File: config.mk
export PLATFORM = sky130hd
export DESIGN_NAME = mult_share_arb
export DESIGN_NICKNAME = d
export VERILOG_FILES = /design/src/rtl/mult_share_arb.sv
export SDC_FILE = /design/constraint.sdc
export NUM_CORES = 1
export LEC_CHECK = 0
export BUFFER_PORTS_ARGS = -buffer_cell sky130_fd_sc_hd__buf_2
export CORE_MARGIN = 2
export CORE_UTILIZATION = 53
export DETAILED_ROUTE_END_ITERATION = 7
export MAX_ROUTING_LAYER = met4
export PLACE_DENSITY = 0.9
export SLEW_MARGIN = 20
export SYNTH_ARGS = -nofsm -noshare
export SYNTH_HDL_FRONTEND = slang
export SYNTH_SLANG_ARGS = --single-unit
export TNS_END_PERCENT = 30
File: constraint.sdc
create_clock -name clk -period 3.2 [get_ports clk]
set_clock_uncertainty 0.1 [all_clocks]
set_input_delay 0 -clock clk [delete_from_list [all_inputs] [get_ports clk]]
set_output_delay 0 -clock clk [all_outputs]
set_load 0.005 [all_outputs]
File: src/rtl/mult_share_arb.sv
// mult_share_arb: one unsigned WIDTH x WIDTH multiplier shared by NREQ requesters.
// A round-robin arbiter grants one requester at a time, latches its operands,
// computes the product in a registered stage and returns it on a valid/ready port.
module mult_share_arb #(
   parameter int NREQ  = 4,
   parameter int WIDTH = 3,
   parameter int IDW   = 2
) (
   input  logic                    clk,
   input  logic                    rst_n,
   input  logic [NREQ-1:0]         req,
   input  logic [NREQ*WIDTH-1:0]   multiplicand_flat,
   input  logic [NREQ*WIDTH-1:0]   multiplier_flat,
   output logic [NREQ-1:0]         gnt,
   output logic                    rsp_valid,
   output logic [IDW-1:0]          rsp_id,
   output logic [2*WIDTH-1:0]      rsp_product,
   input  logic                    rsp_ready,
   output logic                    busy
);

   typedef enum logic [1:0] {
      IDLE = 2'd0,
      MULT = 2'd1,
      RESP = 2'd2
   } state_t;

   state_t               state_q, state_d;
   logic [NREQ-1:0]      gnt_q, gnt_d;
   logic                 rsp_valid_q, rsp_valid_d;
   logic [IDW-1:0]       rsp_id_q, rsp_id_d;
   logic [2*WIDTH-1:0]   rsp_product_q, rsp_product_d;
   logic [WIDTH-1:0]     a_q, a_d;
   logic [WIDTH-1:0]     b_q, b_d;
   logic [IDW-1:0]       last_q, last_d;

   logic                 sel_found;
   logic [IDW-1:0]       sel_idx;
   logic [WIDTH-1:0]     sel_a;
   logic [WIDTH-1:0]     sel_b;
   logic [NREQ-1:0]      sel_onehot;

   // Round-robin pick: first asserted request scanning last+1, last+2, ... modulo NREQ.
   always_comb begin
      sel_found = 1'b0;
      sel_idx   = '0;
      for (int k = 1; k <= NREQ; k++) begin
         if (!sel_found && req[(int'(last_q) + k) % NREQ]) begin
            sel_found = 1'b1;
            sel_idx   = IDW'((int'(last_q) + k) % NREQ);
         end
      end
   end

   // Operand slices and one-hot grant vector belonging to the selected requester.
   always_comb begin
      sel_a      = '0;
      sel_b      = '0;
      sel_onehot = '0;
      for (int i = 0; i < NREQ; i++) begin
         if (sel_idx == IDW'(i)) begin
            sel_a         = multiplicand_flat[i*WIDTH +: WIDTH];
            sel_b         = multiplier_flat[i*WIDTH +: WIDTH];
            sel_onehot[i] = 1'b1;
         end
      end
   end

   // Next-state and register-input logic; every register holds its value unless a state acts on it.
   always_comb begin
      state_d       = state_q;
      gnt_d         = gnt_q;
      rsp_valid_d   = rsp_valid_q;
      rsp_id_d      = rsp_id_q;
      rsp_product_d = rsp_product_q;
      a_d           = a_q;
      b_d           = b_q;
      last_d        = last_q;
      unique case (state_q)
         IDLE: begin
            if (sel_found) begin
               gnt_d    = sel_onehot;
               a_d      = sel_a;
               b_d      = sel_b;
               rsp_id_d = sel_idx;
               last_d   = sel_idx;
               state_d  = MULT;
            end
         end
         MULT: begin
            rsp_product_d = {{WIDTH{1'b0}}, a_q} * {{WIDTH{1'b0}}, b_q};
            rsp_valid_d   = 1'b1;
            gnt_d         = '0;
            state_d       = RESP;
         end
         RESP: begin
            if (rsp_valid_q && rsp_ready) begin
               rsp_valid_d = 1'b0;
               state_d     = IDLE;
            end
         end
         default: begin
            state_d     = IDLE;
            gnt_d       = '0;
            rsp_valid_d = 1'b0;
         end
      endcase
   end

   // State registers; reset discards any in-flight operation and gives requester 0 top priority.
   always_ff @(posedge clk or negedge rst_n) begin
      if (!rst_n) begin
         state_q       <= IDLE;
         gnt_q         <= '0;
         rsp_valid_q   <= 1'b0;
         rsp_id_q      <= '0;
         rsp_product_q <= '0;
         a_q           <= '0;
         b_q           <= '0;
         last_q        <= IDW'(NREQ - 1);
      end else begin
         state_q       <= state_d;
         gnt_q         <= gnt_d;
         rsp_valid_q   <= rsp_valid_d;
         rsp_id_q      <= rsp_id_d;
         rsp_product_q <= rsp_product_d;
         a_q           <= a_d;
         b_q           <= b_d;
         last_q        <= last_d;
      end
   end

   assign gnt         = gnt_q;
   assign rsp_valid   = rsp_valid_q;
   assign rsp_id      = rsp_id_q;
   assign rsp_product = rsp_product_q;
   assign busy        = (state_q != IDLE);

endmodule

Word level (Yosys, flattened, before mapping)
Index checks and enable logic that the tools add are counted.
{ "classes": {"n_reduce_logical": 18, "multipliers": 1, "bitwise_logic": 6, "eq_ne": 7, "magnitude_cmp": 4, "addsub": 4, "muxes": 39} }
{ "ops": {"columns": ["op", "n"], "rows": [
  ["3-bit two-way mux", 8],
  ["1-bit two-way mux", 17],
  ["3-bit by 4-bit less-than comparator with 1-bit output, second input constant", 4],
  ["2-bit two-way mux", 6],
  ["1-bit binary-select mux with 2-bit select", 4],
  ["4-bit case mux with 2 select lines", 1],
  ["2-bit AND reduction", 4],
  ["2-bit OR reduction", 4],
  ["2-bit equality test, second input constant", 3],
  ["3-bit by 3-bit multiplier with 6-bit output", 1],
  ["2-bit case mux with 3 select lines", 1],
  ["2-bit by 1-bit adder with 2-bit output, second input constant", 2],
  ["2-bit adder, second input constant", 2],
  ["1-bit bitwise AND, first input constant", 4],
  ["2-bit by 1-bit equality test with 1-bit output, second input constant", 2],
  ["1-bit logical AND", 4],
  ["2-bit logical NOT", 2],
  ["4-bit two-way mux", 1],
  ["2-bit inequality test, second input constant", 2],
  ["1-bit logical NOT", 3],
  ["1-bit case mux with 3 select lines", 1],
  ["1-bit NOT", 2],
  ["2-bit nonzero test", 1]
]} }
{ "word_totals": {"in_bits": 31, "output_inout_bits": 14, "ff_bits": 23} }

Logic depth before layout (Yosys ltp)
{ "logic_depth": {"depth_word": 21, "depth_mapped": 7, "depth_no_buf": 7} }

Worst setup path after synthesis
No wires, ideal clock.
{ "synth_timing": {"path_type": "register to register", "from": "register a_q[0]", "to": "register rsp_product_q[3], in the netlist rsp_product[3]", "period_less_slack_ns": 2.084, "required_time_ns": 2.975, "n_path_buf": 0, "stages_incl_launch_ff": 7, "setup_slack_ns": 1.116, "arrival_ns": 1.860, "setup_time_ns": 0.125, "path_cell_list": "dfrtp_1 -> nand2_1 -> fa_1 -> inv_1 -> ha_1 -> fa_1 -> mux2_2"} }
{ "synth_between": {"elab_chain_cells": 1} }
{ "synth_lines": {"columns": ["element", "line_no", "text"], "rows": [
  ["from (decl)", "33", "logic [WIDTH-1:0] a_q, a_d;"],
  ["from (signal assigned)", "118", "a_q <= '0;"],
  ["from (signal assigned)", "127", "a_q <= a_d;"],
  ["3-bit by 3-bit multiplier with 6-bit output", "91", "rsp_product_d = {{WIDTH{1'b0}}, a_q} * {{WIDTH{1'b0}}, b_q};"],
  ["to (signal assigned)", "126", "rsp_product_q <= rsp_product_d;"],
  ["to (decl)", "32", "logic [2*WIDTH-1:0] rsp_product_q, rsp_product_d;"]
]} }
Every way passes these cells.
A chain may end at the register's enable or synchronous reset.

Worst setup path in the final report
{ "layout_timing": {"from": "register last_q[1]", "to": "register a_q[1]"} }
{ "layout_between": {"elab_chain_cells": 19, "elab_cells_between_ends": 39, "cone_classes": "4 x add/sub; 3 x eq/ne; 24 x mux; 8 x reduce/logical"} }
{ "layout_lines": {"columns": ["element", "line_no", "text"], "rows": [
  ["from (decl)", "35", "logic [IDW-1:0] last_q, last_d;"],
  ["from (signal assigned)", "120", "last_q <= IDW'(NREQ - 1);"],
  ["from (signal assigned)", "129", "last_q <= last_d;"],
  ["2-bit by 1-bit adder with 2-bit output", "48, 50", null],
  ["1-bit binary-select mux with 2-bit select", "48", "if (!sel_found && req[(int'(last_q) + k) % NREQ]) begin"],
  ["1-bit two-way mux (not written as such) (2 in a row)", "48", null],
  ["1-bit two-way mux", "48", null],
  ["1-bit logical NOT", "48", null],
  ["1-bit logical AND", "48", null],
  ["1-bit two-way mux", "48", null],
  ["1-bit logical NOT", "48", null],
  ["1-bit logical AND", "48", null],
  ["1-bit two-way mux", "48", null],
  ["1-bit logical NOT", "48", null],
  ["1-bit logical AND", "48", null],
  ["2-bit two-way mux", "48", null],
  ["2-bit logical NOT", "61", "if (sel_idx == IDW'(i)) begin"],
  ["3-bit two-way mux (4 in a row)", "61", null]
]} }
Parallel ways exist; a longest one is shown, timed or not. The select of a mux whose other input is x is not followed.

==> reports/qor.csv <==
metric,value,unit
synth_top_area_share,39.66,%
synth.most_common_cell,dfrtp_1,
cts_root_buf,clkbuf_4,
startpoint_type,flip-flop,
gp_congestion,0.7599,
ir_drop,0.5542,mV
synth-simple-area-share,15.58,%
max_stage_delay,0.62,ns
worstPathMaxFanout,13,
synth_top_area_cell,dfrtp_1,
dp_hpwl,2.177,mm
period_minus_slack,2.962,ns
max_cap_viol_count,0,
drt-initial-drc-count,15,
status,"finished, violations left",
seq_area_frac_synth,43.63,%
gr-total-overflow,0,
synth_xor_area_share,0.6610,%
power.static_leakage,0.8774,nW
viasPerCell,5.384,
ys_ff_latch,23,
hold_path.class,input pin to flip-flop,
wl_per_cell,14.47,um
syn_nets,159,
antenna_cells,0,
dieArea,2916,um^2
netlist_instances,121,
fillers,163,
dp_slack,0.9849,ns
total_power,1.721,mW
netlist_area,1325,um^2
tns,0,ns
routed_wl,3.125,mm
synth_compound_area_share,15.30,%
worstPathRequired,3.31,ns
finalCritPeriodShare,92.56,%
post-route-drc-count,0,
regArea,578.1,um^2
nNetsFinal,225,
dp.cells,190,
clk-insertion-delay-late,0.31,ns
arrival,3.07,ns
path_class,flip-flop to flip-flop,
grt.total_usage,25.72,%
numClockSinks,23,
fp-row-count,18,
grt_pass1_wl,5.112,mm
multi_input_area,695.7,um^2
ant_nets,0,
synth_top_family_by_area,simple AND/OR/NAND/NOR gates,
num_vias,1163,
utilization,74.02,%
drt_pre_antenna_iters,4,
grt_max_degree,24,
rrSetupSlack,0.24,ns
rsz0062_at_grt,no,
fmax,337.6,MHz
max-slew-margin-rel,50.12,%
path_cells,"nand3b_1, a31oi_4, buf_12, mux2_2, dlygate4sd3_1, o221a_1, dlygate4sd3_1",
worst_slew_pin_slew,0.7432,ns
hold_slack,-0.01059,ns
powerDensity,955.7,nW/um^2
muxShareOfSynthArea,13.22,%
area_growth,35.88,%
grt_pass1_vias,1177,
ys_types,33,
portBuffers,44,
synth_area_leaders,"dfrtp_1 40%, mux2_2 6.8%, mux2i_1 5.3%, o221a_1 5.1%, ha_1 4.7%",
clock_path_buffers,2,
ys.flop_type,dfrtp_1,
die_y,54,um
antenna_found_initial,0,
layout-drive-gt1-share,34.41,%
crit_top_cell,dlygate4sd3_1,
setup_ws,0.2381,ns
hold_viol,1,
stdcell_count,216,
cts.htree.levels,1,
cts-buffers-inserted,3,
finalSetupViolations,0,
slew_viol_final,0,
core-area,2432,um^2
die_w,54,um
ys.warnings.count,0,
clk_pin_slew,0.13,ns
synthTopCellsByCount,"21 x dfrtp_1, 15 x nand2_1, 8 x mux2_2",
violations,hold timing,
synth-edff-count,0,
cts_tree,yes,
async_flop_share,100.0,%
crit_slowest_cell,dfstp_2,
ios,45,
synth-adder-area-share,7.743,%
end_kind,flip-flop,
syn_area_per_cell,10.95,um^2
initial_core_util,54.48,%
routing by layer:
metal	vias to the layer above	routed length [um]	GRT usage (%)
met5	-	0	-
met1	555	1216	27.62
li1	564	-	-
met4	0	74	10.42
met2	35	1699	45.93
met3	9	133	5.278
stage by stage:
| step | cell area [um^2] | hold WS [ns] |
|---|---|---|
| floorplan | 1325 | -0.3956 |
| global placement | 1549 | -0.1070 |
| detailed placement | 1549 | -0.09832 |
| CTS | 1765 | 0.002358 |
| global route | 1800 | 0.0003158 |
| finish | 1800 | -0.01059 |
registers in the layout, indices dropped and copies added, names as in the netlist:
register     count
rsp_product      6
gnt              4
a_q              3
b_q              3
last_q           2
rsp_id           2
state_q          2
rsp_valid        1
critical path: cells and delay by family, from the launching register on:
family,cells,cell delay [ns]
AOI/OAI and AO/OA,2,0.39
buffers and inverters,3,1.29
DFF,1,0.62
and+or+nand+nor,1,0.13
muxes,1,0.33
logic make-up (layout without fill, tap and decap cells):
| family | after synthesis | count (layout) |
|---|---|---|
| AO/OA/AOI/OAI | 24 | 24 |
| XOR/XNOR | 1 | 1 |
| adder cells (fa/ha/maj) | 7 | 7 |
| buffers and inverters | 9 | 74 |
| flip-flops | 23 | 23 |
| multiplexers | 16 | 16 |
| AND/OR/NAND/NOR | 41 | 41 |
where the power goes:
group / total [mW] / leakage, nW / switching (mW) / internal, mW
clock network: 0.137 / 0.0150 / 0.0878 / 0.0488
logic: 1.03 / 0.588 / 0.461 / 0.566
registers: 0.557 / 0.274 / 0.111 / 0.446
final timing paths:
path | start | to | depth (start not counted)
worst max-delay path | last_q[1] | a_q[1] | 7
min in group asynchronous | rst_n | gnt[1] | 2
max in group asynchronous | rst_n | last_q[1] | 2
worst min register to register | rsp_product[5] | rsp_product[5] | 2
worst max register to register | last_q[1] | a_q[1] | 7
worst min-delay path | multiplicand_flat[2] | a_q[2] | 3
placed cells by master (no fill, tap or decap), types with 2 or more instances in the layout:
cell type      Yosys  routed
a21o_1             2       2
dlygate4sd3_1      0      19
o21ai_1            2       2
nand2_1           15      15
mux2_2             8       8
buf_4              0       2
clkbuf_4           0       3
o221a_1            6       6
inv_1              3       3
nand3b_1           2       2
o21ai_0            4       4
nand2b_1           5       5
ha_1               5       5
and2_1             6       6
mux2i_1            7       7
a22o_1             2       2
fa_1               2       2
nor2_1             4       4
dfstp_2            2       2
nand3_1            6       6
o21a_1             3       3
dfrtp_1           21      21
buf_2              3      44
repair_timing:
action / CTS / global route
endpoints found under the hold margin: 31 / 0
setup buffers: 0 / 3
hold buffers: 19 / 0
endpoints found under the setup margin: 0 / 4
gates resized for setup: 0 / 0
final cells by class:
type	count	share of cell area [%]
Multi-Input combinational cell	89	38.64
Sequential cell	23	32.11
Timing Repair Buffer	66	24.74
Tap cell	30	2.085
Clock buffer	4	1.459
Inverter	4	0.9729
Note: power is estimated with default switching activity, not from simulation.
